$ cat src/rtl/mem_wb_pkg.sv
// Shared definitions for the memory-access / write-back stage.
package mem_wb_pkg;
    typedef enum logic {IDLE = 1'b0, WAIT = 1'b1} state_t;

    localparam int ADDR_BASE_DEF = 1024;
    localparam int REG_W         = 4;
    localparam int DATA_W        = 32;
endpackage

$ cat src/rtl/mem_wb_reg.sv
// MEM/WB output register. A bubble clears the enable but keeps value/dest.
module mem_wb_reg
    import mem_wb_pkg::*;
(
    input  logic              clk,
    input  logic              rst,
    input  logic              i_bubble,
    input  logic              i_en,
    input  logic [DATA_W-1:0] i_value,
    input  logic [REG_W-1:0]  i_dest,
    output logic              o_en,
    output logic [DATA_W-1:0] o_value,
    output logic [REG_W-1:0]  o_dest
);
    logic              r_en;
    logic [DATA_W-1:0] r_value;
    logic [REG_W-1:0]  r_dest;

    always_ff @(posedge clk) begin
        if (rst) begin
            r_en    <= 1'b0;
            r_value <= '0;
            r_dest  <= '0;
        end else if (i_bubble) begin
            r_en    <= 1'b0;
        end else begin
            r_en    <= i_en;
            r_value <= i_value;
            r_dest  <= i_dest;
        end
    end

    assign o_en    = r_en;
    assign o_value = r_value;
    assign o_dest  = r_dest;
endmodule

$ cat src/rtl/mem_wb_unit.sv
// Memory-access and write-back stage: issues one data-memory access per
// load/store, freezes upstream while it is outstanding, drives the RF write port.
module mem_wb_unit
    import mem_wb_pkg::*;
#(
    parameter int ADDR_BASE  = ADDR_BASE_DEF,
    parameter int MEM_ADDR_W = 16,
    parameter int TIMEOUT    = 255
) (
    input  logic                  clk,
    input  logic                  rst,
    input  logic [DATA_W-1:0]     exe_alu_result,
    input  logic [DATA_W-1:0]     exe_val_rm,
    input  logic [REG_W-1:0]      exe_dest,
    input  logic                  exe_wb_en,
    input  logic                  exe_mem_r_en,
    input  logic                  exe_mem_w_en,
    output logic                  mem_req,
    output logic                  mem_we,
    output logic [MEM_ADDR_W-1:0] mem_addr,
    output logic [DATA_W-1:0]     mem_wdata,
    input  logic [DATA_W-1:0]     mem_rdata,
    input  logic                  mem_ready,
    output logic                  freeze,
    output logic                  mem_err,
    output logic                  WB_WB_EN,
    output logic [DATA_W-1:0]     WB_WB_value,
    output logic [REG_W-1:0]      WB_WB_dest
);
    localparam int CNT_W = $clog2(TIMEOUT + 2);

    state_t                r_state;
    state_t                w_state_nxt;
    logic [MEM_ADDR_W-1:0] r_mem_addr;
    logic [DATA_W-1:0]     r_mem_wdata;
    logic                  r_mem_we;
    logic [REG_W-1:0]      r_dest;
    logic                  r_wb_en;
    logic [CNT_W-1:0]      r_wd_cnt;
    logic                  r_mem_err;

    logic                  w_mem_op;
    logic                  w_timeout;
    logic                  w_bubble;
    logic                  w_wb_en;
    logic [DATA_W-1:0]     w_wb_value;
    logic [REG_W-1:0]      w_wb_dest;

    assign w_mem_op = exe_mem_r_en | exe_mem_w_en;

    // Abort fires during the TIMEOUT-th ready-less WAIT cycle; freeze drops in
    // that same cycle so upstream retires the failed op instead of reissuing it.
    assign w_timeout = (TIMEOUT != 0) && (r_state == WAIT) && !mem_ready &&
                       (r_wd_cnt == CNT_W'(TIMEOUT - 1));

    always_ff @(posedge clk) begin
        if (rst) r_state <= IDLE;
        else     r_state <= w_state_nxt;
    end

    always_comb begin
        w_state_nxt = r_state;
        case (r_state)
            IDLE:    if (w_mem_op) w_state_nxt = WAIT;
            WAIT:    if (mem_ready || w_timeout) w_state_nxt = IDLE;
            default: w_state_nxt = IDLE;
        endcase
    end

    always_comb begin
        mem_req    = 1'b0;
        freeze     = 1'b0;
        w_bubble   = 1'b1;
        w_wb_en    = 1'b0;
        w_wb_value = exe_alu_result;
        w_wb_dest  = exe_dest;
        case (r_state)
            IDLE: begin
                freeze = w_mem_op;
                if (!w_mem_op) begin
                    w_bubble = 1'b0;
                    w_wb_en  = exe_wb_en;
                end
            end
            WAIT: begin
                mem_req = 1'b1;
                freeze  = !(mem_ready || w_timeout);
                if (mem_ready && !r_mem_we) begin
                    w_bubble   = 1'b0;
                    w_wb_en    = r_wb_en;
                    w_wb_value = mem_rdata;
                    w_wb_dest  = r_dest;
                end
            end
            default: ;
        endcase
    end

    always_ff @(posedge clk) begin
        if (rst) begin
            r_mem_addr  <= '0;
            r_mem_wdata <= '0;
            r_mem_we    <= 1'b0;
            r_dest      <= '0;
            r_wb_en     <= 1'b0;
            r_wd_cnt    <= '0;
            r_mem_err   <= 1'b0;
        end else begin
            if (r_state == IDLE && w_mem_op) begin
                // Modular subtract: addresses below the base wrap around.
                r_mem_addr  <= MEM_ADDR_W'((exe_alu_result - 32'(ADDR_BASE)) >> 2);
                r_mem_wdata <= exe_val_rm;
                r_mem_we    <= exe_mem_w_en;
                r_dest      <= exe_dest;
                r_wb_en     <= exe_wb_en & ~exe_mem_w_en;
                r_wd_cnt    <= '0;
            end else if (r_state == WAIT && !mem_ready) begin
                r_wd_cnt    <= r_wd_cnt + CNT_W'(1);
            end
            if (w_timeout) r_mem_err <= 1'b1;
        end
    end

    assign mem_we    = r_mem_we;
    assign mem_addr  = r_mem_addr;
    assign mem_wdata = r_mem_wdata;
    assign mem_err   = r_mem_err;

    mem_wb_reg u_wb_reg (
        .clk      (clk),
        .rst      (rst),
        .i_bubble (w_bubble),
        .i_en     (w_wb_en),
        .i_value  (w_wb_value),
        .i_dest   (w_wb_dest),
        .o_en     (WB_WB_EN),
        .o_value  (WB_WB_value),
        .o_dest   (WB_WB_dest)
    );
endmodule
$ cat config.mk
export PLATFORM = sky130hd
export DESIGN_NAME = mem_wb_unit
export DESIGN_NICKNAME = d
export VERILOG_FILES = /design/src/rtl/mem_wb_pkg.sv /design/src/rtl/mem_wb_reg.sv /design/src/rtl/mem_wb_unit.sv
export SDC_FILE = /design/constraint.sdc
export NUM_CORES = 1
export LEC_CHECK = 0
export ABC_AREA = 1
export CORE_ASPECT_RATIO = 0.5
export CORE_MARGIN = 5
export CORE_UTILIZATION = 45
export DETAILED_ROUTE_END_ITERATION = 10
export PLACE_DENSITY = 0.84
export SYNTH_ARGS = -nofsm -noshare
export SYNTH_HDL_FRONTEND = slang
export SYNTH_HIERARCHICAL = 1
export SYNTH_SLANG_ARGS = --single-unit
$ cat constraint.sdc
create_clock -name clk -period 4.25 [get_ports clk]
set_clock_uncertainty 0.15 [all_clocks]
set_input_delay 0.85 -clock clk [delete_from_list [all_inputs] [get_ports clk]]
set_output_delay 0.85 -clock clk [all_outputs]
set_load 0.01 [all_outputs]
==> flow_summary.ini, run 1 <==
[run_status]
outcome = completed

[cells_and_area]
drive_gt1_share_pct = 7.28
area_growth_syn_to_layout_pct = 48.4
fill_cells = 814
num_antenna_cells = 0
fin_nets = 914

[clocking]
post_cts_buffers = 0
cts_resized = 0
clock_path_buffers = 2
hold_buffers = 0
cts_tree = yes
clock-root-buffer = clkbuf_16
clock-sinks = 102
h-tree-depth = 3
worst_skew_pair.late_latency_ns = 0.34
cts_buffers = 9
clk_pin_slew_ns = 0.07

[hold_path]
worstHoldStart = mem_err$_SDFFE_PP0P_
min_to = mem_err$_SDFFE_PP0P_
hold_path_class = reg2reg
min_path_cells = 2

[die]
core_um2 = 10100
boundaryPins = 195
die_area_um2 = 12600
fp-row-count = 26
initial_core_util_pct = 45.7
die_h_um = 81.8
die_w_um = 154

[sta]
finalCritPeriodShare_pct = 76.4
slew_viol_final = 0
worst_hold_slack_ns = 0.303
tns_ns = 0
min_period_ns = 3.25
tightest_slew_ns = 0.685
slew_headroom_pct = 54.3
max_freq_mhz = 308
rsz0062_at_grt = no
setup_viol = 0
hold_viol = 0

[critical_path]
start_kind = input port
critical_path_arrival_ns = 2.25
path_class = in2out
r2r_cells = 8
cp.required_ns = 3.25
end_kind = output pin
worstPathMaxFanout = 5
r2r-start = r_state$_SDFF_PP0_
reg2reg_setup_slack_ns = 1.92
r2r-end = u_wb_reg/o_value[16]$_SDFFE_PP0N_

[placed_design]
gp_congestion = 0.794
dpl.hpwl_um = 9390
port_buffers = 194

[logic_synthesis]
synth_edf_count = 0
async_reset_ff_share_pct = 0
synth_warnings = 6
yosysSeqAreaShare_pct = 44.0
synth_area_per_cell_um2 = 7.39
ys_types = 29
netlist_area_um2 = 4640
synthCells = 628
synthFlopType = dfxtp_1
yosys_register_bits = 102
synth.net_count = 737

[power_and_ir_drop]
peakVddDrop_uv = 214
p_leak_nw = 3.10
p_per_area_nw_per_um2 = 370

[drt]
wl_per_cell_um = 13.5
drt-total-wl_um = 12800
vias = 4387
drc = 0
drt_iter0_markers = 196
drt_pass1_iterations = 5
ant_nets = 0
routed_via_density = 4.62

[grt]
grt_pass1_wl_um = 20700
grt-ovfl-total = 0
antenna_found_initial = 0
grt_max_degree = 63
grt_pass1_vias = 4336
track_usage_pct = 20.2

[job]
maxCapViolCount = 0
-- flip-flops by register name, indices dropped and copies added, names as in the netlist --
register	count
u_wb_reg/o_value	32
r_wb_en	1
mem_err	1
u_wb_reg/o_en	1
r_state	1
mem_we	1
mem_wdata	32
r_dest	4
u_wb_reg/o_dest	4
r_wd_cnt	9
mem_addr	16
-- where the power goes --
part	total (mW)	switching (mW)	internal [mW]
Sequential	1.09	0.0439	1.05
Combinational	0.618	0.286	0.332
Clock	0.843	0.367	0.477
-- metal layers --
metal | vias to the layer above | GRT usage, % | routed length [um]
met5 | - | 0 | 0
met2 | 97 | 38.6 | 6830
met3 | 19 | 5.47 | 675
li1 | 2285 | - | -
met4 | 0 | 7.05 | 269
met1 | 1986 | 22.1 | 5060
-- stage by stage --
stage / cells / worst slack [ns] / power [mW] / util [%] / area, um2
after CTS: 950 / 0.998 / 2.57 / 67.9 / 6890
after floorplan: 628 / 1.63 / 1.42 / - / 4640
final: 950 / 1.00 / 2.55 / 67.9 / 6890
after global routing: 950 / 0.928 / 2.68 / 67.9 / 6890
after global placement: 934 / 1.01 / 1.71 / 64.8 / 6580
after detailed placement: 934 / 0.933 / 1.73 / 64.8 / 6580
-- cells in the mapped netlist, types with 5 or more instances --
| library cell | n | area share, % |
|---|---|---|
| a21oi_1 | 20 | 2.2 |
| buf_2 | 8 | 0.86 |
| buf_6 | 11 | 2.7 |
| clkbuf_1 | 10 | 0.81 |
| dfxtp_1 | 102 | 44 |
| inv_1 | 64 | 5.2 |
| mux2_2 | 5 | 1.2 |
| mux2_4 | 23 | 7.4 |
| nand2_1 | 99 | 8.0 |
| nand3_1 | 12 | 1.3 |
| nor2_1 | 190 | 15 |
| o21ai_0 | 56 | 6.0 |
-- kinds of logic (layout without fill, tap and decap cells) --
family | after synthesis | count (layout) | share of synthesized area (%)
muxes | 28 | 28 | 8.65
and+or+nand+nor | 314 | 314 | 27.2
adders and majority gates | 3 | 3 | 0.808
xor gates and xnor gates | 3 | 3 | 0.566
AOI/OAI and AO/OA | 78 | 78 | 8.49
buffers and inverters | 100 | 282 | 10.3
DFF | 102 | 102 | 44.0
-- layout make-up --
class,count,area [um2],area share [%]
Tap cell,140,175,2.54
Sequential cell,102,2040,29.6
Inverter,68,255,3.71
Multi-Input combinational cell,426,2140,31.0
Timing Repair Buffer,198,1970,28.6
Clock inverter,6,70.1,1.02
Clock buffer,10,239,3.47
-- cells in the final DEF (no fill, tap or decap) --
cell / count
nor3_1: 1
a31oi_1: 1
nand2_1: 99
clkinvlp_4: 2
nor2_8: 1
nand3_1: 12
clkdlybuf4s50_1: 194
a21oi_1: 20
nor2_4: 2
bufinv_16: 1
mux2_4: 23
mux2_2: 5
nand3b_2: 1
a211oi_1: 1
nor2_2: 1
clkbuf_8: 1
clkinv_1: 1
o21ai_4: 1
xor2_1: 3
dfxtp_1: 102
o21ai_0: 55
nor2_1: 190
nand2_4: 2
inv_2: 3
or2_0: 2
clkinv_4: 1
inv_1: 64
clkinv_2: 1
nand3b_1: 1
ha_1: 3
nand4_1: 2
buf_4: 4
clkbuf_16: 9
inv_8: 1
-- critical path: stages --
cell	delay, ns
clkdlybuf4s50_1	0.46
nor2_4	0.21
nand2_1	0.12
nand2_1	0.07
clkdlybuf4s50_1	0.53
-- how the worst max path moves through the flow --
stage	start	end	slack, ns
2_1_floorplan	exe_mem_w_en	freeze	1.63
3_3_place_gp	mem_ready	freeze	1.01
3_5_place_dp	exe_mem_w_en	u_wb_reg/o_value[16]$_SDFFE_PP0N_	0.93
4_1_cts	mem_ready	freeze	1.0
5_1_grt	mem_ready	freeze	0.93
6_report	mem_ready	freeze	1.00
No activity file was read; power rests on OpenSTA's default activity.
==> inputs of run 2 (changes only) <==
- CORE_UTILIZATION: 45 -> 43
- PLACE_DENSITY: 0.84 -> 0.81
- clock period: 4.25 -> 3.1 ns (I/O delays scaled with it)
==> run 2 against run 1 <==
Total power grew 40%. Routed wire length grew 3.8%. Clock-buffer cell count grew 1. Clock power grew 46%.
==> flow_summary.ini, run 2 (synthesized netlist as in run 1, its figures left out) <==
[power_and_ir_drop]
finalPower_mw = 3.58
p_sw_share_pct = 26.7
p_sw_mw = 0.955
p_per_area_nw_per_um2 = 516
seqPwrFrac_pct = 41.7
p_comb_share_pct = 24.0
peakVddDrop_uv = 327
clock_power_share_pct = 34.3
p_leak_nw = 3.13
p_int_mw = 2.63

[clocking]
clock-root-buffer = clkbuf_16
clock-sinks = 102
clock_path_buffers = 2
cts_tree = yes
worst_skew_pair.late_latency_ns = 0.34
cts_buffers = 9
h-tree-depth = 3
clk_pin_slew_ns = 0.07
post_cts_buffers = 0
hold_buffers = 0
cts_resized = 0

[critical_path]
r2r-end = u_wb_reg/o_value[6]$_SDFFE_PP0N_
path_class = in2out
critical_path_arrival_ns = 1.98
worstPathMaxFanout = 5
end_kind = output pin
start_kind = input port
r2r_cells = 8
reg2reg_setup_slack_ns = 1.08
cp.required_ns = 2.33
r2r-start = r_state$_SDFF_PP0_

[sta]
worst_hold_slack_ns = 0.319
slew_headroom_pct = 57.6
setup_viol = 0
tightest_slew_ns = 0.635
tns_ns = 0
slew_viol_final = 0
max_freq_mhz = 363
min_period_ns = 2.75
finalCritPeriodShare_pct = 88.8
fin_ws_ns = 0.346
hold_viol = 0
rsz0062_at_grt = no

[die]
initial_core_util_pct = 44.7
boundaryPins = 195
die_h_um = 83.5
core_um2 = 10400
die_area_um2 = 13100
fp-row-count = 26
die_w_um = 157

[cells_and_area]
drive_gt1_share_pct = 7.39
layout_commonest_cell = clkdlybuf4s50_1
fill_cells = 863
fin_nets = 916
area_growth_syn_to_layout_pct = 49.6
fin_util_pct = 66.9
layout_common_cells = clkdlybuf4s50_1 (194), nor2_1 (190), dfxtp_1 (102)
final_area_um2 = 6940
num_antenna_cells = 0
final_cells = 952

[placed_design]
port_buffers = 194
dp.cells = 936
dpl.hpwl_um = 9590
placed_cell_area_um2 = 6620
dp_slack_ns = 0.354
gp_congestion = 0.806

[grt]
track_usage_pct = 20.0
grt_pass1_vias = 4483
antenna_found_initial = 0
grt_pass1_wl_um = 21400
grt_max_degree = 74
grt-ovfl-total = 0

[hold_path]
worstHoldStart = r_wd_cnt[8]$_SDFFE_PP0P_
min_to = r_wd_cnt[8]$_SDFFE_PP0P_
hold_path_class = reg2reg
min_path_cells = 2

[drt]
drt_pass1_iterations = 5
ant_nets = 0
vias = 4465
wl_per_cell_um = 14.0
drt_iter0_markers = 236
drc = 0
routed_via_density = 4.69
drt-total-wl_um = 13300

[run_status]
outcome = completed

[job]
maxCapViolCount = 0
## run 2: cell types whose count changed in the layout (fill, tap and decap cells not counted)
cell        change
bufinv_16       +1
clkbuf_1        +1
inv_8           -1
clkinv_4        -1
inv_6           +1
buf_12          +2
clkinvlp_4      -1
## run 2: layout make-up
| cell class | count | area (um2) | area share [%] |
|---|---|---|---|
| clock buffers | 11 | 243 | 3.50 |
| flip-flops and latches | 102 | 2040 | 29.4 |
| clock inverters | 5 | 81.3 | 1.17 |
| repair buffers | 200 | 2010 | 29.0 |
| multi-input cells | 426 | 2140 | 30.8 |
| well taps | 140 | 175 | 2.52 |
| inverters | 68 | 255 | 3.68 |
## run 2: worst max-delay path by stage
| stage | start | end | slack [ns] |
|---|---|---|---|
| 6_report | mem_ready | freeze | 0.35 |
| 5_1_grt | r_wd_cnt[5]$_SDFFE_PP0P_ | freeze | 0.28 |
| 4_1_cts | mem_ready | freeze | 0.34 |
| 3_5_place_dp | mem_ready | freeze | 0.35 |
| 3_3_place_gp | mem_ready | freeze | 0.35 |
| 2_1_floorplan | exe_mem_w_en | freeze | 0.94 |
## run 2: metal layers
metal,track usage [%],vias up,routed length (um)
met5,0,-,0
met4,9.29,0,583
met3,5.49,45,717
met2,36.5,116,6690
met1,21.4,2016,5330
li1,-,2288,-
## run 2: power groups by stage
stage                     logic [mW]  registers (mW)  clock network [mW]
after floorplan                0.368            1.58                   0
after global placement         0.845            1.52                   0
after detailed placement       0.860            1.52                   0
after CTS                      0.867            1.50                1.25
after global routing           0.945            1.51                1.30
final                          0.858            1.50                1.23
## run 2: worst max-delay path, cell delays in order
cell	delay, ns
clkdlybuf4s50_1	0.46
nor2_4	0.20
nand2_1	0.10
nand2_1	0.07
clkdlybuf4s50_1	0.53
